**src/rtl/audio_pwm_scheduler.sv**
```systemverilog
// Audio PWM scheduler: a CPU-fed sample FIFO drives a PWM output.
// A new duty code is taken from the FIFO only at a PWM frame boundary.
module audio_pwm_scheduler #(
   parameter int PWM_BITS          = 10,
   parameter int CLOCKS_PER_SAMPLE = 2835,
   parameter int FIFO_DEPTH        = 8
) (
   input  logic                          clk,
   input  logic                          rst,
   input  logic                          enable,
   input  logic [PWM_BITS-1:0]           sample_in,
   input  logic                          sample_in_valid,
   output logic                          sample_in_ready,
   input  logic                          clear_underflow,
   output logic [$clog2(FIFO_DEPTH):0]   fifo_count,
   output logic [15:0]                   underflow_count,
   output logic                          frame_start,
   output logic                          aud_pwm,
   output logic                          aud_sd
);
   localparam int PTR_W = $clog2(FIFO_DEPTH);
   localparam int CNT_W = PTR_W + 1;
   localparam int SC_W  = $clog2(CLOCKS_PER_SAMPLE);
   localparam logic [PWM_BITS-1:0] MIDSCALE = {1'b1, {(PWM_BITS-1){1'b0}}};

   typedef enum logic {IDLE, RUN} state_t;

   state_t              state_q, state_d;
   logic [PWM_BITS-1:0] pwm_cnt_q, pwm_cnt_d;
   logic [SC_W-1:0]     sample_cnt_q, sample_cnt_d;
   logic                sample_due_q, sample_due_d;
   logic [PWM_BITS-1:0] duty_q, duty_d;
   logic                aud_pwm_q, aud_pwm_d;
   logic                frame_start_q, frame_start_d;
   logic [15:0]         underflow_q, underflow_d;
   logic [PTR_W-1:0]    wr_ptr_q, wr_ptr_d;
   logic [PTR_W-1:0]    rd_ptr_q, rd_ptr_d;
   logic [CNT_W-1:0]    count_q, count_d;
   logic [PWM_BITS-1:0] mem_q [FIFO_DEPTH];

   logic push, pop, fetch, fifo_empty, frame_end, sample_wrap;

   assign sample_in_ready = (count_q != CNT_W'(FIFO_DEPTH));
   assign push            = sample_in_valid && sample_in_ready;
   assign fifo_empty      = (count_q == '0);
   assign frame_end       = (pwm_cnt_q == '1);
   assign sample_wrap     = (sample_cnt_q == SC_W'(CLOCKS_PER_SAMPLE - 1));
   // A due sample is served at the end of the current frame, so the duty
   // change always lands on pwm_cnt = 0.
   assign fetch           = enable && frame_end && (sample_due_q || sample_wrap);
   assign pop             = fetch && !fifo_empty;

   always_comb begin
      state_d       = enable ? RUN : IDLE;
      pwm_cnt_d     = '0;
      sample_cnt_d  = '0;
      sample_due_d  = 1'b0;
      aud_pwm_d     = 1'b0;
      frame_start_d = 1'b0;
      duty_d        = duty_q;
      underflow_d   = underflow_q;
      if (enable) begin
         pwm_cnt_d     = pwm_cnt_q + PWM_BITS'(1);
         sample_cnt_d  = sample_wrap ? '0 : sample_cnt_q + SC_W'(1);
         aud_pwm_d     = (pwm_cnt_q < duty_q);
         frame_start_d = (pwm_cnt_q == '0);
         sample_due_d  = fetch ? 1'b0 : (sample_due_q || sample_wrap);
      end
      if (pop) begin
         duty_d = mem_q[rd_ptr_q];
      end
      if (clear_underflow) begin
         underflow_d = '0;
      end else if (fetch && fifo_empty && underflow_q != 16'hFFFF) begin
         underflow_d = underflow_q + 16'd1;
      end
      wr_ptr_d = wr_ptr_q + PTR_W'(push);
      rd_ptr_d = rd_ptr_q + PTR_W'(pop);
      count_d  = count_q + CNT_W'(push) - CNT_W'(pop);
   end

   always_ff @(posedge clk) begin
      if (rst) begin
         state_q       <= IDLE;
         pwm_cnt_q     <= '0;
         sample_cnt_q  <= '0;
         sample_due_q  <= 1'b0;
         duty_q        <= MIDSCALE;
         aud_pwm_q     <= 1'b0;
         frame_start_q <= 1'b0;
         underflow_q   <= '0;
         wr_ptr_q      <= '0;
         rd_ptr_q      <= '0;
         count_q       <= '0;
      end else begin
         state_q       <= state_d;
         pwm_cnt_q     <= pwm_cnt_d;
         sample_cnt_q  <= sample_cnt_d;
         sample_due_q  <= sample_due_d;
         duty_q        <= duty_d;
         aud_pwm_q     <= aud_pwm_d;
         frame_start_q <= frame_start_d;
         underflow_q   <= underflow_d;
         wr_ptr_q      <= wr_ptr_d;
         rd_ptr_q      <= rd_ptr_d;
         count_q       <= count_d;
      end
   end

   // Sample storage needs no reset; occupancy alone decides what is valid.
   for (genvar gi = 0; gi < FIFO_DEPTH; gi++) begin : g_mem
      always_ff @(posedge clk) begin
         if (push && wr_ptr_q == PTR_W'(gi)) begin
            mem_q[gi] <= sample_in;
         end
      end
   end

   always_ff @(posedge clk) begin
      if (!rst) begin
         assert (CLOCKS_PER_SAMPLE >= (1 << PWM_BITS))
            else $error("CLOCKS_PER_SAMPLE is shorter than one PWM frame");
      end
   end

   assign fifo_count      = count_q;
   assign underflow_count = underflow_q;
   assign frame_start     = frame_start_q;
   assign aud_pwm         = aud_pwm_q;
   assign aud_sd          = (state_q == RUN);
endmodule

```
**config.mk**
```make
export PLATFORM = sky130hd
export DESIGN_NAME = audio_pwm_scheduler
export DESIGN_NICKNAME = d
export VERILOG_FILES = /design/src/rtl/audio_pwm_scheduler.sv
export SDC_FILE = /design/constraint.sdc
export NUM_CORES = 1
export LEC_CHECK = 0
export BUFFER_PORTS_ARGS = -buffer_cell sky130_fd_sc_hd__buf_2
export CAP_MARGIN = 20
export CORE_ASPECT_RATIO = 1.2
export CORE_MARGIN = 4
export CORE_UTILIZATION = 54
export DETAILED_ROUTE_END_ITERATION = 8
export GPL_ROUTABILITY_DRIVEN = 0
export GPL_TIMING_DRIVEN = 0
export PLACE_DENSITY = 0.74
export SYNTH_ARGS = -nofsm -noshare
export SYNTH_HDL_FRONTEND = slang
export SYNTH_SLANG_ARGS = --single-unit
```
**constraint.sdc**
```tcl
create_clock -name clk -period 2.7 [get_ports clk]
set_input_delay 0.27 -clock clk [delete_from_list [all_inputs] [get_ports clk]]
set_output_delay 0.27 -clock clk [all_outputs]
set_load 0.005 [all_outputs]
```
# Word-level counts from Yosys, hierarchy flattened
# Memory sizes are Yosys's and may differ from the RTL's. A register that Yosys moved wholly into a read port is not among the register bits.
# Cells that the tools add are included.
[word_totals] input_bits=15 output_inout_bits=24 elab_cells=99 ram_bits=80 n_memories=1 regBits=52
[classes] order_cmp=1 n_bitwise=1 reduce_logical=30 add_sub_neg=7 mux=38 eq_ne=11
[memory_table] memory="mem_q" depth=8 width=10 rd=1 rd_ports_with_merged_regs=1 wr=1 line_no="39" text="logic [PWM_BITS-1:0] mem_q [FIFO_DEPTH];"
[op_table] cell="$mux 10" n=7
[op_table] cell="$reduce_or 10->1" n=7
[op_table] cell="$mux 1" n=24
[op_table] cell="$mux 3" n=7
[op_table] cell="$add 16x1->16 const B" n=1
[op_table] cell="$ne 16x16->1 const B" n=1
[op_table] cell="$logic_and 1x1->1" n=14
[op_table] cell="$add 12x1->12 const B" n=1
[op_table] cell="$eq 12x12->1 const B" n=1
[op_table] cell="$eq 3x3->1 const B" n=4
[op_table] cell="$add 10x1->10 const B" n=1
[op_table] cell="$eq 10x10->1 const B" n=1
[op_table] cell="$logic_not 10->1" n=1
[op_table] cell="$lt 10x10->1" n=1
[op_table] cell="$add 3x1->3" n=2
[op_table] cell="$eq 3x2->1 const B" n=2
[op_table] cell="$reduce_or 3->1" n=2
[op_table] cell="$add 4x1->4" n=1
[op_table] cell="$logic_not 4->1" n=1
[op_table] cell="$ne 4x4->1 const B" n=1
[op_table] cell="$reduce_or 2->1" n=2
[op_table] cell="$sub 4x1->4" n=1
[op_table] cell="$eq 3x1->1 const B" n=1
[op_table] cell="$logic_not 3->1" n=1
[op_table] cell="3 further kinds" n=3

# Longest topological paths before layout
# Gate-level depths: netlist of the first run.
[depth] word_depth=13 depth_mapped=12

# Worst setup path before layout of the first run
# Ideal clock, no wire load.
[synth_path] path_type="register to register" from="register pwm_cnt_q[0]" to="register count_q[2], in the netlist fifo_count[2]" path_stages_with_launch=11 arrival_ns=2.577 required_ns=2.572 setup_slack_ns=-0.004 path_buffers=1 path_cell_list="dfxtp_1 -> ha_1 -> nand4_1 -> or3_1 -> nor3_1 -> clkbuf_1 -> xnor2_1 -> ha_1 -> fa_1 -> xnor2_1 -> nor2_1"
[synth_via] elab_chain_cells=5
[synth_lines] item="from (decl)" line_no="29" text="logic [PWM_BITS-1:0] pwm_cnt_q, pwm_cnt_d;"
[synth_lines] item="from (signal assigned)" line_no="97" text="pwm_cnt_q <= pwm_cnt_d;"
[synth_lines] item="$eq 10x10->1" line_no="46" text="assign frame_end = (pwm_cnt_q == '1);"
[synth_lines] item="$logic_and 1x1->1 (2 in series)" line_no="50" text="assign fetch = enable && frame_end && (sample_due_q || sample_wrap);"
[synth_lines] item="$logic_and 1x1->1" line_no="51" text="assign pop = fetch && !fifo_empty;"
[synth_lines] item="$sub 4x1->4" line_no="79" text="count_d = count_q + CNT_W'(push) - CNT_W'(pop);"
[synth_lines] item="to (signal assigned)" line_no="106" text="count_q <= count_d;"
[synth_lines] item="to (decl)" line_no="38" text="logic [CNT_W-1:0] count_q, count_d;"
# Every way passes these cells.
# A chain may end at the register's enable or synchronous reset.

# Worst setup path after layout of the first run
[layout_path] from="register pwm_cnt_q[0]" to="register underflow_q[4], in the netlist underflow_count[4]"
[layout_via] elab_chain_cells=5
[layout_lines] item="$eq 10x10->1" line_no="46"
[layout_lines] item="$logic_and 1x1->1 (2 in series)" line_no="50"
[layout_lines] item="$logic_and 1x1->1 (2 in series)" line_no="74" text="end else if (fetch && fifo_empty && underflow_q != 16'hFFFF) begin"
[layout_lines] item="to (signal assigned)" line_no="103" text="underflow_q <= underflow_d;"
[layout_lines] item="to (decl)" line_no="35" text="logic [15:0] underflow_q, underflow_d;"
# Every way passes these cells.

==> results.txt, run 1 <==
Crit Path Max Fanout - 10
Routed len/inst - 16.9 um
Sequential area share after synthesis - 60.8%
Top cells by count, synth - edfxtp_1 (80), dfxtp_1 (62), nor2_1 (46)
Clock transition at path regs - 0.06 ns
GR Util All Layers - 18.8%
Flip-flop and latch area - 0.00365 sq mm
Input/output buffers - 38
Area fraction of the dominant cell type after synthesis - 40.1%
#FFs+latches synth - 142
Worst reg2reg path depth - 9
CP Launch Type - flop
Max cap viols - 0
Max-slew violations - 0
CP peak stage delay - 0.50 ns
Met1 Wirelength - 4.44 mm
Cell Chain, Critical Path - ha_4, nand4_1, buf_4, or2_2, or4_1, buf_2, buf_6, or3_1, a21oi_1
Cells after synthesis - 453
Core Region - 0.0107 sq mm
Hold_sp - sample_in[6]
Area occupied by multi-input gates - 0.00229 sq mm
First-pass detailed-route iteration total - 4
Area delta synth->final - 18.9%
CP arrival - 2.92 ns
CP max-delay cell - or4_1
Distinct cells, synth - 46
Synthesized area per cell - 13.2 sq um
Critical path capture point type - flop
Vias per cell - 5.66
Critical path class - reg2reg
CTS tree - built
H-tree depth - 4
Hold Crit Endpoint - mem_q[2][6]
Initial Util - 56.2%
Finished Cell Area - 0.00713 sq mm
FF-to-FF setup slack - 0.12 ns
Fin crit period - 2.58 ns
Number of global-route vias before repair - 3,827
Yosys top cell by area - edfxtp_1
Max Fclk - 0.388 GHz
YS warnings - 0
First-pass GRT wire length - 18.7 mm
Post-DRT Antenna Nets - 0
Wire length on met3 - 416 um
Slew @ Worst Pin - 1.03 ns
Fin. Hold Viols - 0
Layout fillers - 770
RR Startpoint - pwm_cnt_q[0]
Hold Crit Depth - 1
Clock Latency Late Sink - 0.41 ns
Top Family by Delay on Critical Path - simple AND/OR/NAND/NOR gates
DRC viols - 0
Die height - 123 um
Most used DFF post-synth - edfxtp_1
Clock sink count - 142
Iter 0 DRT Violations - 141
Mapped Area - 0.00599 sq mm
Row count - 41
Buf+Inv Stages, Crit Path - 3
Routed wl met2 - 6.21 mm
Most common cell in the netlist - edfxtp_1
Leak - 2.48 nW
Num CTS Buffers - 17
Sum Neg Setup Slack - 0 ns
Reg2reg end - underflow_count[4]
Status - completed
Total gr overflow - 0
Pre-CTS setup slack - -0.263 ns
WP data required - 3.04 ns
Routed wire length - 11.2 mm
Largest net degree at the start of global routing - 17
PD cells - 722 mW/mm^2
Chip width - 104 um
Tightest Hold Check Type - in2reg
Setup ws final - 0.120 ns
I/O pin total - 39
Share of cells above drive strength 1 - 22.5%
Worst Clk Skew - 0.00779 ns
Initial antenna violation count - 0
CTS root buf - clkbuf_16
Finish-stage setup viols - 0
Mapped Nets - 491
Clock Path Buffers - 2
Max VDD drop - 0.497 mV
Fin crit share - 95.6%
Post-synth EDFFs - 80
Max-slew headroom - 31.3%
Via count - 3,746
Placed cell area - 0.00642 sq mm
Post-synth ARST share - 0%
Nets - 558
Final HPWL DP - 7.60 mm
Die footprint - 0.0129 sq mm
# diodes - 0
DR top layer - met4
Synth top area cells - edfxtp_1 (40%), dfxtp_1 (21%), mux4_2 (7.5%)
## cells in the final DEF, fill, tap and decap left out, types with 17 or more instances in the layout
cell and instances:
edfxtp_1 80, dfxtp_1 60, nor2_1 46, buf_2 39
nand2_1 20, mux4_2 20, ha_1 20, inv_1 19
clkbuf_16 18, xnor2_1 17
## worst max path at each step
| stage | from | end | slack, ns | depth (start not counted) |
|---|---|---|---|---|
| 2_1_floorplan | pwm_cnt_q[0] | fifo_count[2] | 0.08 | 10 |
| 3_3_place_gp | fifo_count[2] | mem_q[0][7] | -0.44 | 5 |
| 3_5_place_dp | pwm_cnt_q[0] | fifo_count[2] | -0.26 | 10 |
| 4_1_cts | fifo_count[2] | underflow_count[15] | 0.03 | 7 |
| 5_1_grt | pwm_cnt_q[0] | fifo_count[2] | -0.03 | 10 |
| 6_report | pwm_cnt_q[0] | underflow_count[4] | 0.12 | 9 |
## layer usage
metal | vias up | track usage (%)
met4 | 0 | 6.40
met5 | - | 0
met3 | 13 | 4.13
met2 | 64 | 35.4
li1 | 1823 | -
met1 | 1846 | 21.3
## cell type report
cell class / instances / share of cell area, %
Sequential cell: 142 / 51.2
Clock buffer: 22 / 6.53
Inverter: 19 / 1.00
Multi-Input combinational cell: 277 / 32.1
Buffer: 15 / 1.07
Tap cell: 129 / 2.26
Clock inverter: 10 / 1.95
Timing Repair Buffer: 48 / 3.93
## where the power goes
part | internal (W) | total [W] | switching (W)
Combinational | 0.000160 | 0.000366 | 0.000205
Clock | 0.00151 | 0.00236 | 0.000845
Sequential | 0.00238 | 0.00243 | 0.0000445
## state kept, by name, summed over array words and instances, names as in the netlist
signal and flops:
aud_pwm 1, fifo_count 4, pwm_cnt_q 10, mem_q 80, aud_sd 1, rd_ptr_q 3
sample_cnt_q 12, frame_start 1, underflow_count 16, wr_ptr_q 3, sample_due_q 1, duty_q 10
## per-stage QoR
stage                     util (%)  power (W)  cells  hold slack (ns)
after global routing          66.8    0.00534    662            0.134
after CTS                     66.2    0.00517    658            0.120
after global placement        59.5    0.00278    620            0.452
final                         66.8    0.00515    662            0.132
after floorplan                  -    0.00267    453            0.369
after detailed placement      60.2    0.00283    625            0.475
## repair_timing
action	in CTS	in global routing
pin swaps	1	2
setup buffers	1	3
resized for setup	8	6
hold buffers	0	0
endpoints found under the setup margin	3	8
## logic make-up after synthesis
| logic type | count (synthesis) | synth area share (%) |
|---|---|---|
| AOI/OAI and AO/OA | 44 | 4.97 |
| xor gates and xnor gates | 27 | 3.95 |
| adders and majority gates | 23 | 4.93 |
| buffers and inverters | 34 | 2.28 |
| DFF | 142 | 60.8 |
| muxes | 32 | 9.54 |
| and+or+nand+nor | 151 | 13.5 |
(Power assumes the default switching activity.)
==> inputs of run 2 (changes only) <==
CORE_UTILIZATION = 65   (was 54)
PLACE_DENSITY = unset   (was 0.74)
PLACE_DENSITY_LB_ADDON = 0.25   (was unset)
clock period = 3.1 ns   (was 2.7 ns; I/O delays follow)
==> run 2 against run 1 <==
  * Register-to-register slack improved by 0.08 ns
  * Clock skew rose by 0.00059 ns
  * Via count rose by 2.6%
  * Sequential power fell by 13%
  * Wire length rose by 8.9%
  * Critical path depth rose by 1
  * Clock power fell by 15%
  * Sequential cell count did not move
  * Utilization rose by 11 points
  * Combinational power fell by 12%
  * Largest power group unchanged
==> results.txt, run 2 (same netlist as run 1, synthesis figures left out) <==
Sum Neg Setup Slack - 0 ns
Cell Chain, Critical Path - ha_1, nand4_1, or3_1, nor3_2, clkbuf_4, xnor2_1, ha_1, fa_1, xnor2_1, nor2_1
Nets - 551
Max-slew headroom - 30.8%
Util after Layout - 77.4%
Max VDD drop - 0.554 mV
Slew @ Worst Pin - 1.03 ns
Share of cells above drive strength 1 - 20.5%
First-pass GRT wire length - 20.1 mm
Initial Util - 66.3%
CP arrival - 3.29 ns
Worst Clk Skew - 0.00838 ns
Crit Path Max Fanout - 10
Fin crit share - 93.7%
CP peak stage delay - 0.45 ns
GR Util All Layers - 25.0%
CP max-delay cell - or3_1
Core Region - 0.00903 sq mm
Fin crit period - 2.90 ns
Routed wire length - 12.2 mm
Die height - 113 um
Clock Path Buffers - 2
Most frequent cells in the layout - edfxtp_1 (80), dfxtp_1 (62), nor2_1 (46)
Via count - 3,843
CP Launch Type - flop
CTS root buf - clkbuf_8
CTS tree - built
Row count - 38
Finish-stage setup viols - 0
Placed cell area - 0.00638 sq mm
Status - completed
Max reg flops - 80
Max-slew violations - 0
H-tree depth - 4
Initial antenna violation count - 0
Max Fclk - 0.344 GHz
Leak - 2.42 nW
Max cap viols - 0
Number of global-route vias before repair - 3,913
Area delta synth->final - 16.6%
Clock sink count - 142
Input/output buffers - 38
Iter 0 DRT Violations - 247
Total gr overflow - 0
WP data required - 3.49 ns
Final HPWL DP - 7.67 mm
Clock Latency Late Sink - 0.52 ns
Vias per cell - 5.95
Die footprint - 0.0108 sq mm
Critical path capture point type - flop
Most common cell after layout, fill and taps aside - edfxtp_1
I/O pin total - 39
First-pass detailed-route iteration total - 4
Tightest Hold Check Type - in2reg
Routed len/inst - 18.9 um
Total setup buffers inserted after CTS - 0
Largest net degree at the start of global routing - 17
PD cells - 636 mW/mm^2
Clock transition at path regs - 0.06 ns
Fin. Hold Viols - 0
Post-DRT Antenna Nets - 0
Chip width - 95.7 um
Reg with most FFs - mem_q
# diodes - 0
DRC viols - 0
Finished Cell Area - 0.00699 sq mm
Critical path class - reg2reg
Num CTS Buffers - 17
-- run 2: cell types whose count changed in the layout (fill, tap and decap cells not counted), sizes merged --
cell,before,now
clkbuf,32,29
clkinv,5,7
clkinvlp,0,2
buf,53,45
-- run 2: worst max-delay path, delay by kind of cell, from the launching register on --
kind | cells | cell delay, ns
xor+xnor | 2 | 0.27
fa+ha+maj | 3 | 0.87
buf+inv | 1 | 0.28
flops | 1 | 0.41
simple gates | 4 | 0.94
-- run 2: path summary, 6_finish.rpt --
path | slack [ns] | from | endpoint | cells after the start
max | 0.20 | pwm_cnt_q[1] | fifo_count[2] | 10
min reg2reg | 0.47 | sample_cnt_q[0] | sample_cnt_q[0] | 1
max reg2reg | 0.20 | pwm_cnt_q[1] | fifo_count[2] | 10
min | 0.05 | sample_in[4] | mem_q[0][4] | 1
-- run 2: cell type report --
class | count | area, sq um
Buffer | 15 | 68.8
Clock buffer | 18 | 418
Clock inverter | 14 | 168
Fill cell | 560 | 2050
Inverter | 19 | 71.3
Multi-Input combinational cell | 277 | 2240
Sequential cell | 142 | 3640
Tap cell | 120 | 150
Timing Repair Buffer | 41 | 224
-- run 2: repair_timing --
item,CTS,global route
setup endpoints to repair,1,3
resized for setup,1,3
hold buffers,0,0
endpoints found under the hold margin,0,0
-- run 2: where the power goes --
group | internal (W) | switching, W | total (W)
sequential | 0.00207 | 0.0000413 | 0.00212
combinational | 0.000134 | 0.000187 | 0.000321
clock | 0.00123 | 0.000780 | 0.00201
total | 0.00343 | 0.00101 | 0.00444
-- run 2: through the flow --
step	setup slack (ns)	cells	power, W	hold slack (ns)
final	0.196	646	0.00444	0.0474
after global routing	-0.00904	646	0.00461	0.0425
after CTS	0.0908	645	0.00446	0.0295
after detailed placement	-0.0210	613	0.00247	0.469
after global placement	0.0215	611	0.00243	0.453
after floorplan	0.396	453	0.00233	0.409
-- run 2: routing by layer --
| layer | global-route usage, % | part of all wire (%) | up-vias |
|---|---|---|---|
| met1 | 30.4 | 39 | 1901 |
| met3 | 5.65 | 4.3 | 16 |
| met2 | 43.2 | 54 | 105 |
| met5 | 0 | 0 | - |
| li1 | - | - | 1821 |
| met4 | 9.11 | 2.1 | 0 |
==> inputs of run 3 (changes only) <==
CORE_MARGIN = 3   (was 4)
==> run 3 against run 2 <==
  * Final cell count fell by 0.62%
  * Sequential power barely moved
  * Final area rose by 0.57%
  * Count of clock-buffer cells in the layout rose by 1
  * Non-clock buffer count did not move
  * Sequential cell count did not move
  * Die area fell by 3.8%
  * Critical path depth did not move
  * Maximum frequency rose by 0.10%
  * Sequential share of layout area fell by 0.30 points
  * Global-route usage rose by 0.95 points
  * Combinational power fell by 2%
  * Critical path type unchanged
  * Critical endpoint unchanged
  * Largest cell class unchanged
  * Largest power group is now clock
  * Highest routed layer unchanged
==> results.txt, run 3 (same netlist as run 1, synthesis figures left out) <==
CTS root buf - clkbuf_8
Finish-stage setup viols - 0
Final Power - 0.00464 W
Placed cell area - 0.00637 sq mm
CTS Hold Buffers Added - 0
Clock sink count - 142
Nets - 551
Pre-CTS setup slack - -0.00123 ns
Initial antenna violation count - 0
FF-to-FF setup slack - 0.20 ns
Tightest Hold Check Type - in2reg
I/O pin total - 39
Routed wire length - 12.5 mm
Fin. Hold Viols - 0
Critical path capture point type - flop
WP data required - 3.49 ns
Input/output buffers - 38
Setup ws final - 0.199 ns
Die height - 111 um
GR Util All Layers - 26.0%
Clock Path Buffers - 2
Seq pwr share - 45.6%
Max-slew headroom - 26.8%
Die footprint - 0.0104 sq mm
Status - completed
PD cells - 660 mW/mm^2
Slew @ Worst Pin - 1.09 ns
Number of global-route vias before repair - 4,005
Chip width - 93.7 um
Critical path endpoint - fifo_count[2]
Crit Path Max Fanout - 10
CP Launch Type - flop
First-pass detailed-route iteration total - 5
Routed len/inst - 19.5 um
Most common cell after layout, fill and taps aside - edfxtp_1
Worst Setup SP - pwm_cnt_q[0]
Fin crit period - 2.90 ns
Total gr overflow - 0
Vias per cell - 6.09
CP arrival - 3.29 ns
Row count - 37
Clock transition at path regs - 0.06 ns
Iter 0 DRT Violations - 253
Most frequent cells in the layout - edfxtp_1 (80), dfxtp_1 (62), nor2_1 (46)
Final HPWL DP - 7.65 mm
RR Startpoint - pwm_cnt_q[0]
Post-DRT Antenna Nets - 0
Max cap viols - 0
Max Fclk - 0.345 GHz
# diodes - 0
Area occupied by multi-input gates - 0.00224 sq mm
H-tree depth - 4
Critical path class - reg2reg
Worst reg2reg path depth - 10
First-pass GRT wire length - 20.5 mm
Clock power share - 47.7%
Max reg flops - 80
Max VDD drop - 0.548 mV
Largest net degree at the start of global routing - 17
Flip-flop and latch area - 0.00364 sq mm
CTS tree - built
DRC viols - 0
Fin crit share - 93.6%
Sum Neg Setup Slack - 0 ns
Via count - 3,911
Power Internal - 0.00366 W
Reg2reg end - fifo_count[2]
Finished Cell Area - 0.00703 sq mm
Unrepaired setup endpoints after global routing - false
Area delta synth->final - 17.3%
Sw Ratio - 21.1%
Initial Util - 68.1%
Layout fillers - 479
Share of cells above drive strength 1 - 20.4%
Leak - 2.45 nW
Worst Clk Skew - 0.00673 ns
Max-slew violations - 0
Core Region - 0.00880 sq mm
Psw - 0.000977 W
Num CTS Buffers - 17
Comb power frac - 6.8%
Reg with most FFs - mem_q
Clock Latency Late Sink - 0.52 ns
run 3: cell types whose count changed in the layout (fill, tap and decap cells not counted), sizes merged:
cell and delta:
bufinv +3, clkinv -1, clkbuf +1, clkinvlp -2
inv -2
run 3: how the worst min path moves through the flow:
| stage | cells past startpoint | slack [ns] | from | end |
|---|---|---|---|---|
| after floorplan | 0 | 0.41 | sample_in[0] | mem_q[0][0] |
| after global placement | 1 | 0.45 | sample_cnt_q[0] | sample_cnt_q[0] |
| after detailed placement | 1 | 0.47 | sample_cnt_q[0] | sample_cnt_q[0] |
| after CTS | 1 | 0.03 | sample_in[2] | mem_q[2][2] |
| after global routing | 1 | 0.05 | sample_in[6] | mem_q[7][6] |
| final | 1 | 0.05 | sample_in[2] | mem_q[5][2] |
run 3: cell type report:
| class | instances | area share [%] |
|---|---|---|
| inverters | 19 | 1.01 |
| repair buffers | 41 | 3.08 |
| clock inverters | 12 | 3.10 |
| clock buffers | 19 | 6.00 |
| flip-flops and latches | 142 | 51.8 |
| multi-input cells | 277 | 31.9 |
| well taps | 117 | 2.08 |
| plain buffers | 15 | 0.944 |
run 3: worst max-delay path: stages (launching register included):
cell and delay [ns]:
dfxtp_1 0.41, ha_1 0.26, nand4_1 0.18, or3_1 0.46, nor3_2 0.23, clkbuf_2 0.30
xnor2_1 0.10, ha_1 0.22, fa_1 0.39, xnor2_1 0.17, nor2_1 0.06
run 3: power by group through the flow:
stage | Sequential, W | Clock (W) | Combinational [W]
after detailed placement | 0.00215 | 0 | 0.000304
after global routing | 0.00212 | 0.00232 | 0.000343
final | 0.00211 | 0.00221 | 0.000314
after global placement | 0.00214 | 0 | 0.000274
after CTS | 0.00211 | 0.00223 | 0.000315
after floorplan | 0.00214 | 0 | 0.000187
run 3: repair_timing:
| action | in CTS | in global routing |
|---|---|---|
| setup buffers | 0 | 0 |
| gates resized for setup | 1 | 1 |
| endpoints found under the setup margin | 2 | 3 |
run 3: per-layer routing:
layer  wire, um  vias to the layer above  share of wire (%)  GRT usage, %
met5          0                        -                  0             0
met3        681                       19                5.4          5.91
met4        208                        0                1.7          8.09
met2       6660                      130                 53          45.4
li1           -                     1816                  -             -
met1       4950                     1946                 40          31.7
run 3: stage by stage:
stage | std cells | hold WS [ns] | utilization, %
global placement | 608 | 0.451 | 72.0
floorplan | 453 | 0.409 | -
finish | 642 | 0.0550 | 79.9
detailed placement | 610 | 0.468 | 72.4
CTS | 641 | 0.0348 | 79.7
global route | 642 | 0.0532 | 79.9
